**src/rtl/math_issue_queue_pkg.sv**
```systemverilog
// Shared types for the math issue queue: tag/ROB widths, the issue packet
// layout, the stored entry format and the wakeup-match helpers.
package math_issue_queue_pkg;

  localparam int PREG_W  = 6;
  localparam int ROB_W   = 5;
  localparam int ISSUE_W = 2 * PREG_W + 1 + ROB_W;

  typedef struct packed {
    logic [PREG_W-1:0] rs2;
    logic [PREG_W-1:0] rs1;
    logic              pad;
    logic [ROB_W-1:0]  rob;
  } issue_pkt_t;

  typedef struct packed {
    logic              valid;
    logic [ROB_W-1:0]  rob;
    logic [PREG_W-1:0] rs1;
    logic              rs1_rdy;
    logic [PREG_W-1:0] rs2;
    logic              rs2_rdy;
  } iq_entry_t;

  function automatic logic tag_woken(
    input logic [PREG_W-1:0] tag,
    input logic              w0_valid,
    input logic [PREG_W-1:0] w0_tag,
    input logic              w1_valid,
    input logic [PREG_W-1:0] w1_tag
  );
    return (w0_valid && (w0_tag == tag)) || (w1_valid && (w1_tag == tag));
  endfunction

  // Empty slots are kept all-zero, so only valid entries may pick up wakeups.
  function automatic iq_entry_t apply_wake(
    input iq_entry_t         e,
    input logic              w0_valid,
    input logic [PREG_W-1:0] w0_tag,
    input logic              w1_valid,
    input logic [PREG_W-1:0] w1_tag
  );
    iq_entry_t r;
    r = e;
    if (e.valid) begin
      r.rs1_rdy = e.rs1_rdy | tag_woken(e.rs1, w0_valid, w0_tag, w1_valid, w1_tag);
      r.rs2_rdy = e.rs2_rdy | tag_woken(e.rs2, w0_valid, w0_tag, w1_valid, w1_tag);
    end
    return r;
  endfunction

endpackage

```
**src/rtl/math_issue_queue_select.sv**
```systemverilog
// Oldest-first select: find-first-set over the per-slot ready vector,
// returning a one-hot grant, the binary index of the grant and a found flag.
module math_iq_select #(
  parameter  int DEPTH = 8,
  localparam int IDX_W = $clog2(DEPTH)
) (
  input  logic [DEPTH-1:0] i_ready,
  output logic [DEPTH-1:0] o_grant,
  output logic [IDX_W-1:0] o_index,
  output logic             o_found
);

  logic [DEPTH-1:0] w_lower_any;

  always_comb begin
    w_lower_any    = '0;
    for (int i = 1; i < DEPTH; i++) begin
      w_lower_any[i] = w_lower_any[i-1] | i_ready[i-1];
    end
  end

  genvar gi;
  generate
    for (gi = 0; gi < DEPTH; gi++) begin : g_grant
      assign o_grant[gi] = i_ready[gi] & ~w_lower_any[gi];
    end
  endgenerate

  assign o_found = |i_ready;

  always_comb begin
    o_index = '0;
    for (int i = 0; i < DEPTH; i++) begin
      if (o_grant[i]) o_index = o_index | IDX_W'(i);
    end
  end

endmodule

```
**src/rtl/math_issue_queue.sv**
```systemverilog
// Collapsing, age-ordered issue queue for math micro-ops. Slot 0 is the oldest;
// each cycle the oldest entry with both sources ready is issued and removed.
module math_issue_queue
  import math_issue_queue_pkg::*;
#(
  parameter  int DEPTH = 8,
  localparam int CNT_W = $clog2(DEPTH) + 1,
  localparam int IDX_W = $clog2(DEPTH)
) (
  input  logic               cpu_clock_i,
  input  logic               cpu_reset_i,
  input  logic               flush_i,
  input  logic               enq_valid_i,
  input  logic [ROB_W-1:0]   enq_rob_i,
  input  logic [PREG_W-1:0]  enq_rs1_i,
  input  logic [PREG_W-1:0]  enq_rs2_i,
  input  logic               enq_rs1_rdy_i,
  input  logic               enq_rs2_rdy_i,
  output logic               full_o,
  input  logic               wake0_valid_i,
  input  logic [PREG_W-1:0]  wake0_tag_i,
  input  logic               wake1_valid_i,
  input  logic [PREG_W-1:0]  wake1_tag_i,
  output logic [ISSUE_W-1:0] issue_data_o,
  output logic               issue_valid_o,
  output logic [CNT_W-1:0]   count_o
);

  iq_entry_t [DEPTH-1:0] r_entries;
  logic [CNT_W-1:0]      r_count;

  iq_entry_t [DEPTH-1:0] w_woke;
  iq_entry_t [DEPTH-1:0] w_next;
  iq_entry_t             w_new;
  iq_entry_t             w_sel;
  issue_pkt_t            w_pkt;
  logic [DEPTH-1:0]      w_ready;
  logic [DEPTH-1:0]      w_grant;
  logic [DEPTH-1:0]      w_shift;
  logic [IDX_W-1:0]      w_sel_idx;
  logic                  w_found;
  logic                  w_issue;
  logic                  w_enq;
  logic [CNT_W-1:0]      w_enq_slot;

  assign full_o     = (r_count == CNT_W'(DEPTH));
  assign w_enq      = enq_valid_i & ~full_o & ~flush_i;
  assign w_issue    = w_found & ~flush_i;
  assign w_enq_slot = r_count - CNT_W'(w_issue);

  // Incoming operands see this cycle's broadcasts so a racing wakeup is kept.
  always_comb begin
    w_new         = '0;
    w_new.valid   = 1'b1;
    w_new.rob     = enq_rob_i;
    w_new.rs1     = enq_rs1_i;
    w_new.rs2     = enq_rs2_i;
    w_new.rs1_rdy = enq_rs1_rdy_i | (enq_rs1_i == '0) |
                    tag_woken(enq_rs1_i, wake0_valid_i, wake0_tag_i, wake1_valid_i, wake1_tag_i);
    w_new.rs2_rdy = enq_rs2_rdy_i | (enq_rs2_i == '0) |
                    tag_woken(enq_rs2_i, wake0_valid_i, wake0_tag_i, wake1_valid_i, wake1_tag_i);
  end

  math_iq_select #(
    .DEPTH (DEPTH)
  ) u_select (
    .i_ready (w_ready),
    .o_grant (w_grant),
    .o_index (w_sel_idx),
    .o_found (w_found)
  );

  // Slots at or above the granted one take their upper neighbour on issue.
  always_comb begin
    w_shift    = '0;
    w_shift[0] = w_grant[0];
    for (int i = 1; i < DEPTH; i++) begin
      w_shift[i] = w_shift[i-1] | w_grant[i];
    end
  end

  genvar gi;
  generate
    for (gi = 0; gi < DEPTH; gi++) begin : g_slot
      iq_entry_t w_above;

      assign w_ready[gi] = r_entries[gi].valid & r_entries[gi].rs1_rdy & r_entries[gi].rs2_rdy;
      assign w_woke[gi]  = apply_wake(r_entries[gi], wake0_valid_i, wake0_tag_i,
                                      wake1_valid_i, wake1_tag_i);

      if (gi == DEPTH - 1) begin : g_top
        assign w_above = '0;
      end else begin : g_mid
        assign w_above = w_woke[gi+1];
      end

      assign w_next[gi] = (w_enq && (w_enq_slot == CNT_W'(gi))) ? w_new   :
                          (w_issue && w_shift[gi])               ? w_above :
                                                                   w_woke[gi];
    end
  endgenerate

  always_ff @(posedge cpu_clock_i or posedge cpu_reset_i) begin
    if (cpu_reset_i) begin
      r_entries <= '0;
      r_count   <= '0;
    end else if (flush_i) begin
      r_entries <= '0;
      r_count   <= '0;
    end else begin
      r_entries <= w_next;
      r_count   <= r_count + CNT_W'(w_enq) - CNT_W'(w_issue);
    end
  end

  assign w_sel = w_found ? r_entries[w_sel_idx] : r_entries[0];

  always_comb begin
    w_pkt     = '0;
    w_pkt.rs2 = w_sel.rs2;
    w_pkt.rs1 = w_sel.rs1;
    w_pkt.pad = 1'b0;
    w_pkt.rob = w_sel.rob;
  end

  assign issue_data_o  = w_pkt;
  assign issue_valid_o = w_issue;
  assign count_o       = r_count;

endmodule

```
**config.mk**
```make
export PLATFORM = sky130hd
export DESIGN_NAME = math_issue_queue
export DESIGN_NICKNAME = d
export VERILOG_FILES = /design/src/rtl/math_issue_queue_pkg.sv /design/src/rtl/math_issue_queue_select.sv /design/src/rtl/math_issue_queue.sv
export SDC_FILE = /design/constraint.sdc
export NUM_CORES = 1
export LEC_CHECK = 0
export ABC_AREA = 1
export CORE_UTILIZATION = 40
export DETAILED_ROUTE_END_ITERATION = 6
export HOLD_SLACK_MARGIN = 0.15
export PLACE_DENSITY_LB_ADDON = 0.05
export SYNTH_ARGS = -nofsm -noshare
export SYNTH_HDL_FRONTEND = slang
export SYNTH_SLANG_ARGS = --single-unit
```
**constraint.sdc**
```tcl
create_clock -name cpu_clock_i -period 12 [get_ports cpu_clock_i]
set_clock_uncertainty 0.15 [all_clocks]
set_input_delay 1.8 -clock cpu_clock_i [delete_from_list [all_inputs] [get_ports cpu_clock_i]]
set_output_delay 1.8 -clock cpu_clock_i [all_outputs]
set_load 0.05 [all_outputs]
```
==> impl_metrics.csv, run 1 <==
group,metric,value,unit
worst_setup_path,end_kind,"primary output",
logic_synthesis,synth.top_cells.by_count,"nand2_1, o21ai_0, inv_1, dfrtp_1, nand3_1",
sta,finalCritPeriodShare,52.7,%
floorplanning,die_h,180,microns
logic_synthesis,syn_area,12700,sq um
clocking,cts_root_buffer,"clkbuf_16",
pwr,powerDensity,139,nW/um^2
detailed_routing,routed_wl,58300,microns
pwr,p_sw,0.809,mW
sta,setup_tns,0,ps
worst_setup_path,crit_start,"r_entries[7]",
logic_synthesis,synth_area_leader_cell,"dfrtp_1",
clocking,ctsHoldBuffers,0,
cells_and_area,fill_cells,3306,
worst_setup_path,rr_startpoint,"g_slot[6].w_above[19]",
sta,finalCriticalPeriod,6320,ps
worst_setup_path,cp.required,10050,ps
logic_synthesis,synth_nets,2041,
floorplanning,start_util,41.1,%
hold_path,whs_endpoint,"r_entries[7]",
detailed_routing,vias_per_cell,6.17,
cells_and_area,drive_above_1_share,4.97,%
worst_setup_path,crit_arrival,4370,ps
clocking,clock_sinks,164,
global_route,grt_pass1_wl,87000,microns
logic_synthesis,yosys_most_used_dff,"dfrtp_1",
global_route,grtUsageTotal,36.0,%
detailed_routing,drt_iter0_markers,1885,
global_route,grt_busiest_layer,"met2",
pwr,cellInternalPower,1.12,mW
clocking,cts_resized,0,
logic_synthesis,yosysWarnings,0,
clocking,post_cts_buffers,0,
pwr,combPwrFrac,35.8,%
clocking,cts_max_level,4,
logic_synthesis,synth-edff-count,0,
logic_synthesis,avgSynthCellArea,6.38,sq um
worst_setup_path,cp_max_fo,69,
sta,setup_violations,0,
logic_synthesis,syn-instance-count,1994,
worst_setup_path,crit_type,"reg2out",
cells_and_area,area_delta_synth_final,9.66,%
clocking,numCtsBuffers,17,
floorplanning,die_w,180,microns
logic_synthesis,synth.yosys.seq_area_share,32.3,%
sta,rsz0062_at_grt,"false",
detailed_routing,avgRoutedWirePerCell,24.6,microns
clocking,clk_pin_slew_worst_paths,70,ps
pwr,total_power,1.93,mW
logic_synthesis,synth_top_area_share,32.3,%
pwr,swShare,41.9,%
global_route,grtUsageMet2,53.7,%
pwr,clkPwrFrac,30.4,%
logic_synthesis,synthTopCellsByArea,"dfrtp_1, nand2_1, o21ai_0",
clocking,clock_latency,460,ps
sta,slew_headroom,22.3,%
clocking,clk_path_buf_depth,2,
sta,tightestPinTransition,1160,ps
global_route,grt-ovfl-total,0,
sta,fmax,0.158,GHz
hold_path,worstHoldStart,"r_entries[7]",
place,placedCellCount,2336,
global_route,use_met1,48.6,%
detailed_routing,remaining_drc_errors,0,
hold_path,hold_depth,2,
detailed_routing,vias,14600,
logic_synthesis,synth-async-reset-ratio,100,%
floorplanning,pin_count,61,
cells_and_area,stdcell_count,2368,
flow_run,drv_cap,0,
sta,hold_violations,0,
pwr,p_leak,6.54,nW
worst_setup_path,ff2ff_setup_slack,7430,ps
status,status,"completed",
cells_and_area,n_antenna_cell,0,
logic_synthesis,synth_cell_types,39,
worst_setup_path,r2r_cells,15,
place,io_buffers,59,
floorplanning,core,30900,sq um
logic_synthesis,synth_seq_cells,164,
sta,slew_viol_final,0,
logic_synthesis,synth_most_common_cell,"nand2_1",
detailed_routing,dr.pass1.iters,6,
global_route,grt_max_degree,93,
cells_and_area,fin_nets,2006,
global_route,antenna_found_initial,4,
pwr,ir_worst_vdd,0.000167,V
worst_setup_path,r2r-end,"g_slot[2].w_above[13]",
worst_setup_path,worstSetupStartpointType,"register",
detailed_routing,ant_nets,0,
global_route,met3_usage,9.11,%
place,dp_hpwl,37800,microns
clocking,cts_tree,"yes",
floorplanning,placement_rows,64,
hold_path,worstHoldPathType,"reg2reg",
floorplanning,die_area,32500,sq um
global_route,first_global_vias,13500,
pwr,power_frac_seq,33.8,%
place,gp_congestion,0.970,
[through the flow]
step	worst slack (ps)	util, %	hold WS (ps)	area (sq um)
4_1_cts	5760	45.1	399	13900
3_3_place_gp	6190	43.2	364	13300
3_5_place_dp	6250	43.2	379	13300
2_1_floorplan	5620	-	337	12700
5_1_grt	5530	45.1	426	13900
6_report	5680	45.1	396	13900
[cell families after synthesis]
logic type	count (synthesis)	synth area share, %
compound gates	473	20.0
xor+xnor	31	2.14
fa+ha+maj	10	1.04
buf+inv	362	11.7
flops	164	32.3
other cells	1	0.0295
simple gates	953	32.9
[area by class of cell]
type                            count  area, sq um  area share [%]
Clock buffer                       17          425            3.05
Clock inverter                     15          170            1.22
Inverter                          225          850            6.09
Multi-Input combinational cell   1468         7120            51.1
Sequential cell                   164         4100            29.4
Tap cell                          396          495            3.55
Timing Repair Buffer               83          771            5.53
[metal layers]
metal,vias to the layer above,wire [microns]
li1,6549,-
met1,6946,23900
met2,925,25100
met3,180,6500
met4,8,2760
met5,-,49
[cell usage in the layout, fill, tap and decap left out, types with 4 or more instances in the layout]
| cell type | instances |
|---|---|
| clkdlybuf4s50_1 | 59 |
| inv_1 | 207 |
| nand3_1 | 139 |
| inv_2 | 15 |
| nor3_1 | 21 |
| nand2_1 | 555 |
| dfrtp_1 | 164 |
| o211ai_1 | 18 |
| nand2_2 | 4 |
| o21ai_1 | 44 |
| a21oi_1 | 92 |
| inv_6 | 5 |
| nor2_1 | 120 |
| buf_4 | 24 |
| clkbuf_16 | 17 |
| ha_1 | 9 |
| o22ai_1 | 81 |
| nand3_2 | 9 |
| nand4_1 | 92 |
| xor2_1 | 29 |
| o21ai_0 | 230 |
[flip-flops by register name (all words and copies together) (netlist names)]
signal	cells
g_slot.w_above	126
r_entries	34
count_o	4
[worst max path at each step]
stage | endpoint | slack [ps]
3_3_place_gp | g_slot[2].w_above[13] | 6190
6_report | issue_data_o[11] | 5680
2_1_floorplan | count_o[0] | 5620
5_1_grt | issue_data_o[11] | 5530
3_5_place_dp | g_slot[2].w_above[13] | 6250
4_1_cts | issue_data_o[11] | 5760
[power by group through the flow]
stage	registers (mW)	logic, mW	clock network, mW
after floorplan	0.662	0.433	0
after global placement	0.661	0.672	0
after detailed placement	0.661	0.670	0
after CTS	0.651	0.675	0.594
after global routing	0.660	0.743	0.611
final	0.653	0.692	0.588
[worst max-delay path: stages (launching register included)]
cell and delay, ps:
dfrtp_1 410, nand3_2 130, nand2_2 110, nor2_8 220
nand3_4 730, nand3_2 280, buf_4 630, nand2_1 110
nand3_1 130, nand2_1 90, nand2_1 80, nand2_1 150
clkdlybuf4s50_1 740
No activity file was read; power rests on OpenSTA's default activity.
==> run 2, diff against run 1 <==
Clock period 12 ns to 6.3 ns, I/O delays scaled along.
==> run 2 against run 1 <==
Net effect: register-to-register slack got worse by 5200 ps; cell count is 0.17% higher; combinational power grew 92%.
==> impl_metrics.csv, run 2 (same netlist as run 1, synthesis figures left out) <==
group,metric,value,unit
worst_setup_path,cp_max_fo,69,
sta,tightestPinTransition,1240,ps
global_route,antenna_found_initial,1,
clocking,clock_latency,460,ps
clocking,post_cts_buffers,0,
clocking,ctsHoldBuffers,0,
worst_setup_path,crit_start,"g_slot[5].w_above[19]",
sta,whs,388,ps
worst_setup_path,rr_startpoint,"g_slot[5].w_above[19]",
floorplanning,die_w,180,microns
floorplanning,die_h,180,microns
pwr,p_leak,6.55,nW
sta,finalCritPeriodShare,83.3,%
worst_setup_path,crit_arrival,4150,ps
worst_setup_path,r2r_cells,14,
place,io_buffers,59,
clocking,numCtsBuffers,17,
sta,finalCriticalPeriod,5250,ps
place,dp_hpwl,41300,microns
detailed_routing,vias_per_cell,6.15,
detailed_routing,vias,14600,
sta,slew_headroom,17.3,%
cells_and_area,fin_nets,2011,
clocking,clock_sinks,164,
detailed_routing,ant_nets,0,
sta,rsz0062_at_grt,"false",
clocking,clk_pin_slew_worst_paths,70,ps
worst_setup_path,worstSetupStartpointType,"register",
hold_path,worstHoldStart,"r_entries[147]",
floorplanning,core,30900,sq um
sta,setup_tns,0,ps
hold_path,whs_endpoint,"r_entries[147]",
worst_setup_path,cp.required,5200,ps
hold_path,hold_depth,2,
pwr,powerDensity,261,nW/um^2
clocking,cts_resized,0,
detailed_routing,remaining_drc_errors,0,
cells_and_area,final_common_cell,"nand2_1",
flow_run,drv_cap,0,
global_route,grt-ovfl-total,0,
hold_path,worstHoldPathType,"reg2reg",
global_route,first_global_vias,13600,
worst_setup_path,r2r-end,"g_slot[1].w_above[2]",
sta,setup_violations,0,
sta,hold_violations,0,
global_route,grtUsageTotal,37.8,%
cells_and_area,area_delta_synth_final,9.82,%
clocking,clk_path_buf_depth,2,
status,status,"completed",
detailed_routing,drt_iter0_markers,2017,
worst_setup_path,end_kind,"primary output",
floorplanning,start_util,41.1,%
worst_setup_path,ff2ff_setup_slack,2200,ps
cells_and_area,drive_above_1_share,5.16,%
sta,fmax,0.191,GHz
cells_and_area,layout_common_cells,"nand2_1, o21ai_0, inv_1",
clocking,cts_max_level,4,
floorplanning,die_area,32500,sq um
floorplanning,pin_count,61,
floorplanning,placement_rows,64,
sta,slew_viol_final,0,
place,gp_congestion,1.03,
cells_and_area,n_antenna_cell,0,
global_route,grt_pass1_wl,90500,microns
detailed_routing,dr.pass1.iters,6,
clocking,cts_root_buffer,"clkbuf_16",
cells_and_area,largest_reg_flops,126,
global_route,grt_max_degree,87,
worst_setup_path,crit_type,"reg2out",
detailed_routing,avgRoutedWirePerCell,25.7,microns
detailed_routing,routed_wl,61000,microns
clocking,cts_tree,"yes",
pwr,ir_worst_vdd,0.000254,V
==> run 2: cell count changes in the layout (fill, tap and decap cells not counted), sizes merged <==
cell,delta
clkinvlp,-1
clkinv,+4
bufinv,-1
clkbuf,+1
inv,-4
buf,+5
==> run 2: routing by layer <==
layer / track usage [%] / share of wire [%]
met5: 0 / 0.020
met4: 17.8 / 5.2
met2: 57.2 / 43
met1: 50.4 / 40
met3: 9.38 / 11
==> run 2: where the power goes <==
group          switching, mW  internal, mW  total, mW
Clock                  0.506         0.559       1.06
Sequential            0.0872          1.16       1.25
Combinational          0.940         0.388       1.33
==> run 2: final cells by class <==
| class | count | area [sq um] |
|---|---|---|
| well taps | 396 | 495 |
| repair buffers | 88 | 821 |
| clock buffers | 18 | 439 |
| fillers | 3295 | 16900 |
| clock inverters | 13 | 128 |
| flip-flops and latches | 164 | 4100 |
| multi-input cells | 1468 | 7120 |
| inverters | 225 | 850 |
==> run 2: per-stage QoR <==
step | util [%] | setup WS, ps | std cells | power (mW) | cell area (sq um)
6_report | 45.2 | 1050 | 2372 | 3.64 | 14000
5_1_grt | 45.2 | 911 | 2372 | 3.80 | 14000
4_1_cts | 45.2 | 1110 | 2372 | 3.62 | 14000
3_5_place_dp | 43.3 | 1620 | 2341 | 2.56 | 13400
3_3_place_gp | 43.3 | 1670 | 2341 | 2.56 | 13400
2_1_floorplan | - | 772 | 1994 | 2.09 | 12700
==> run 2: critical path, stage by stage (launching register included) <==
cell and delay [ps]:
dfrtp_1 420, nand2_1 70, nor2_1 240, nor2_2 120, nand3_4 110, buf_4 640, nand3_2 350, buf_12 300
nand2_1 100, nand3_1 150, nand2_1 130, nand2_1 60, nand2_1 130, clkdlybuf4s50_1 840
==> run 2: how the worst max path moves through the flow <==
| stage | end | slack (ps) | cells after the start |
|---|---|---|---|
| CTS | issue_data_o[15] | 1110 | 13 |
| floorplan | count_o[0] | 770 | 1 |
| global route | issue_data_o[15] | 910 | 13 |
| detailed placement | issue_data_o[15] | 1620 | 13 |
| finish | issue_data_o[14] | 1050 | 13 |
| global placement | issue_data_o[15] | 1670 | 13 |
==> RTL change: new RTL, flow settings as in run 1 <==
`PREG_W`: 6 -> 12.
--- a/src/rtl/math_issue_queue_pkg.sv
+++ b/src/rtl/math_issue_queue_pkg.sv
@@ -3,5 +3,5 @@
 package math_issue_queue_pkg;
 
-  localparam int PREG_W  = 6;
+  localparam int PREG_W  = 12;
   localparam int ROB_W   = 5;
   localparam int ISSUE_W = 2 * PREG_W + 1 + ROB_W;
Interface: changed (5 resized); port bits go from 61 to 97. The function was not compared with the original's and may differ.
==> RTL change against run 1 <==
  * The run now ends with design-rule violations left
  * Sequential cell count grew 96
  * Count of clock-buffer cells in the layout increased by 34
  * Non-clock buffer count rose by 85
  * Fmax decreased by 18%
  * Clock power is 85% higher
  * Total power is 67% higher
  * Cell area up 71%
  * Worst setup slack got worse by 1.4 ns
  * Wire length increased by 100%
  * Register-to-register slack got worse by 0.55 ns
  * Utilization increased by 0.14 points
  * Synthesized area grew 69%
  * Global-route usage rose by 6.8 points
  * Largest power group unchanged
==> RTL change: results (changes against run 1) <==
met1 wire length=44400 um (was 23900 um); met2 WL=51900 um (was 25100 um); drt pass-1 iters=7 (was 6); pin count of the biggest net entering global routing=149 (was 93); crit path capture=issue_data_o[17] (was issue_data_o[11]); worst hold slack=0.393 ns (was 0.396 ns); routed vias/inst=6.04 (was 6.17); Reg2Reg Capture Point=r_entries[15] (was g_slot[2].w_above[13]); detailed placement HPWL=80500 um (was 37800 um); DP Area=22800 um^2 (was 13300 um^2); gr usage total=0.428 (was 0.360); Syn Area/Cell=5.91 um^2 (was 6.38 um^2); WL final=118000 um (was 58300 um); Worst path slowest cell=nand3_4 (was clkdlybuf4s50_1); WHS Endpoint=r_entries[224] (was r_entries[7]); Post-layout nets=3655 (was 2006); status=complete, but fails checks (was finished clean); Clock Tree Buf Depth=3 (was 2); layout cell share with drive strength beyond 1=0.0405 (was 0.0497); Area contributors post-synth=dfrtp_1 (30%), nand2_1 (23%), o21ai_0 (8.0%) (was dfrtp_1 (32%), nand2_1 (16%), o21ai_0 (9.1%)); global placer's final weighted congestion=0.966 (was 0.970); Reg2Reg Setup Slack=6.88 ns (was 7.43 ns); number of global-route vias before repair=24200 (was 13500); IO buf count=95 (was 59); DR iter-0 viols=2878 (was 1885); WP data arrival=5.72 ns (was 4.37 ns); antenna violations before repair=1 (was 4); clk_lat worst skew=0.58 ns (was 0.46 ns); Hold Startpoint=r_entries[224] (was r_entries[7]); Place WS=5.10 ns (was 6.25 ns); Leak=11.2 nW (was 6.54 nW); total CTS buffers=36 (was 17); Distinct cells, synth=35 (was 39); Worst VDD drop=0.109 mV (was 0.167 mV); DRC violation count after routing=12 (was 0); via count=25900 (was 14600); min cycle time layout=7.67 ns (was 6.32 ns); number of flip-flops in the largest register=210 (was 126); synth cell count leaders=nand2_1 (1310), nor2_1 (383), o21ai_0 (343) (was nand2_1 (555), o21ai_0 (230), inv_1 (208)); H-tree depth=2 (was 4); sequential area share after synthesis=0.303 (was 0.323); CTS clock-pin slew for the worst setup and hold paths=0.05 ns (was 0.07 ns); failing checks=design-rule violations; max incr delay on CP=0.85 ns (was 0.74 ns); final hold vios=0 (unchanged); global-route wire length before repair=168000 um (was 87000 um)
RTL change: area by class of cell:
type                       instances  area (um^2)
multi-input combinational       2770        12600
timing repair buffer             168         1510
sequential                       260         6510
clock buffer                      51         1020
clock inverter                     9          100
fill                            5765        28900
tap                              688          861
inverter                         348         1310
RTL change: kinds of logic (layout without fill, tap and decap cells):
group / count (synthesis) / in the layout / share of synthesized area
and+or+nand+nor: 1988 / 1988 / 0.373
other: 1 / 1 / 0.000175
adders and majority gates: 10 / 10 / 0.00618
buffers and inverters: 600 / 576 / 0.113
AOI/OAI and AO/OA: 709 / 709 / 0.179
xor gates and xnor gates: 62 / 62 / 0.0253
DFF: 260 / 260 / 0.303
RTL change: metal layers:
metal,GRT usage,vias to the layer above
met5,0,-
met4,0.309,4
met3,0.0925,466
met2,0.670,1661
met1,0.519,12200
li1,-,11600
RTL change: power by group:
part	total, mW	internal [mW]	switching, mW
registers	1.03	0.953	0.0739
clock network	1.09	0.631	0.463
logic	1.11	0.321	0.794
total	3.24	1.90	1.33
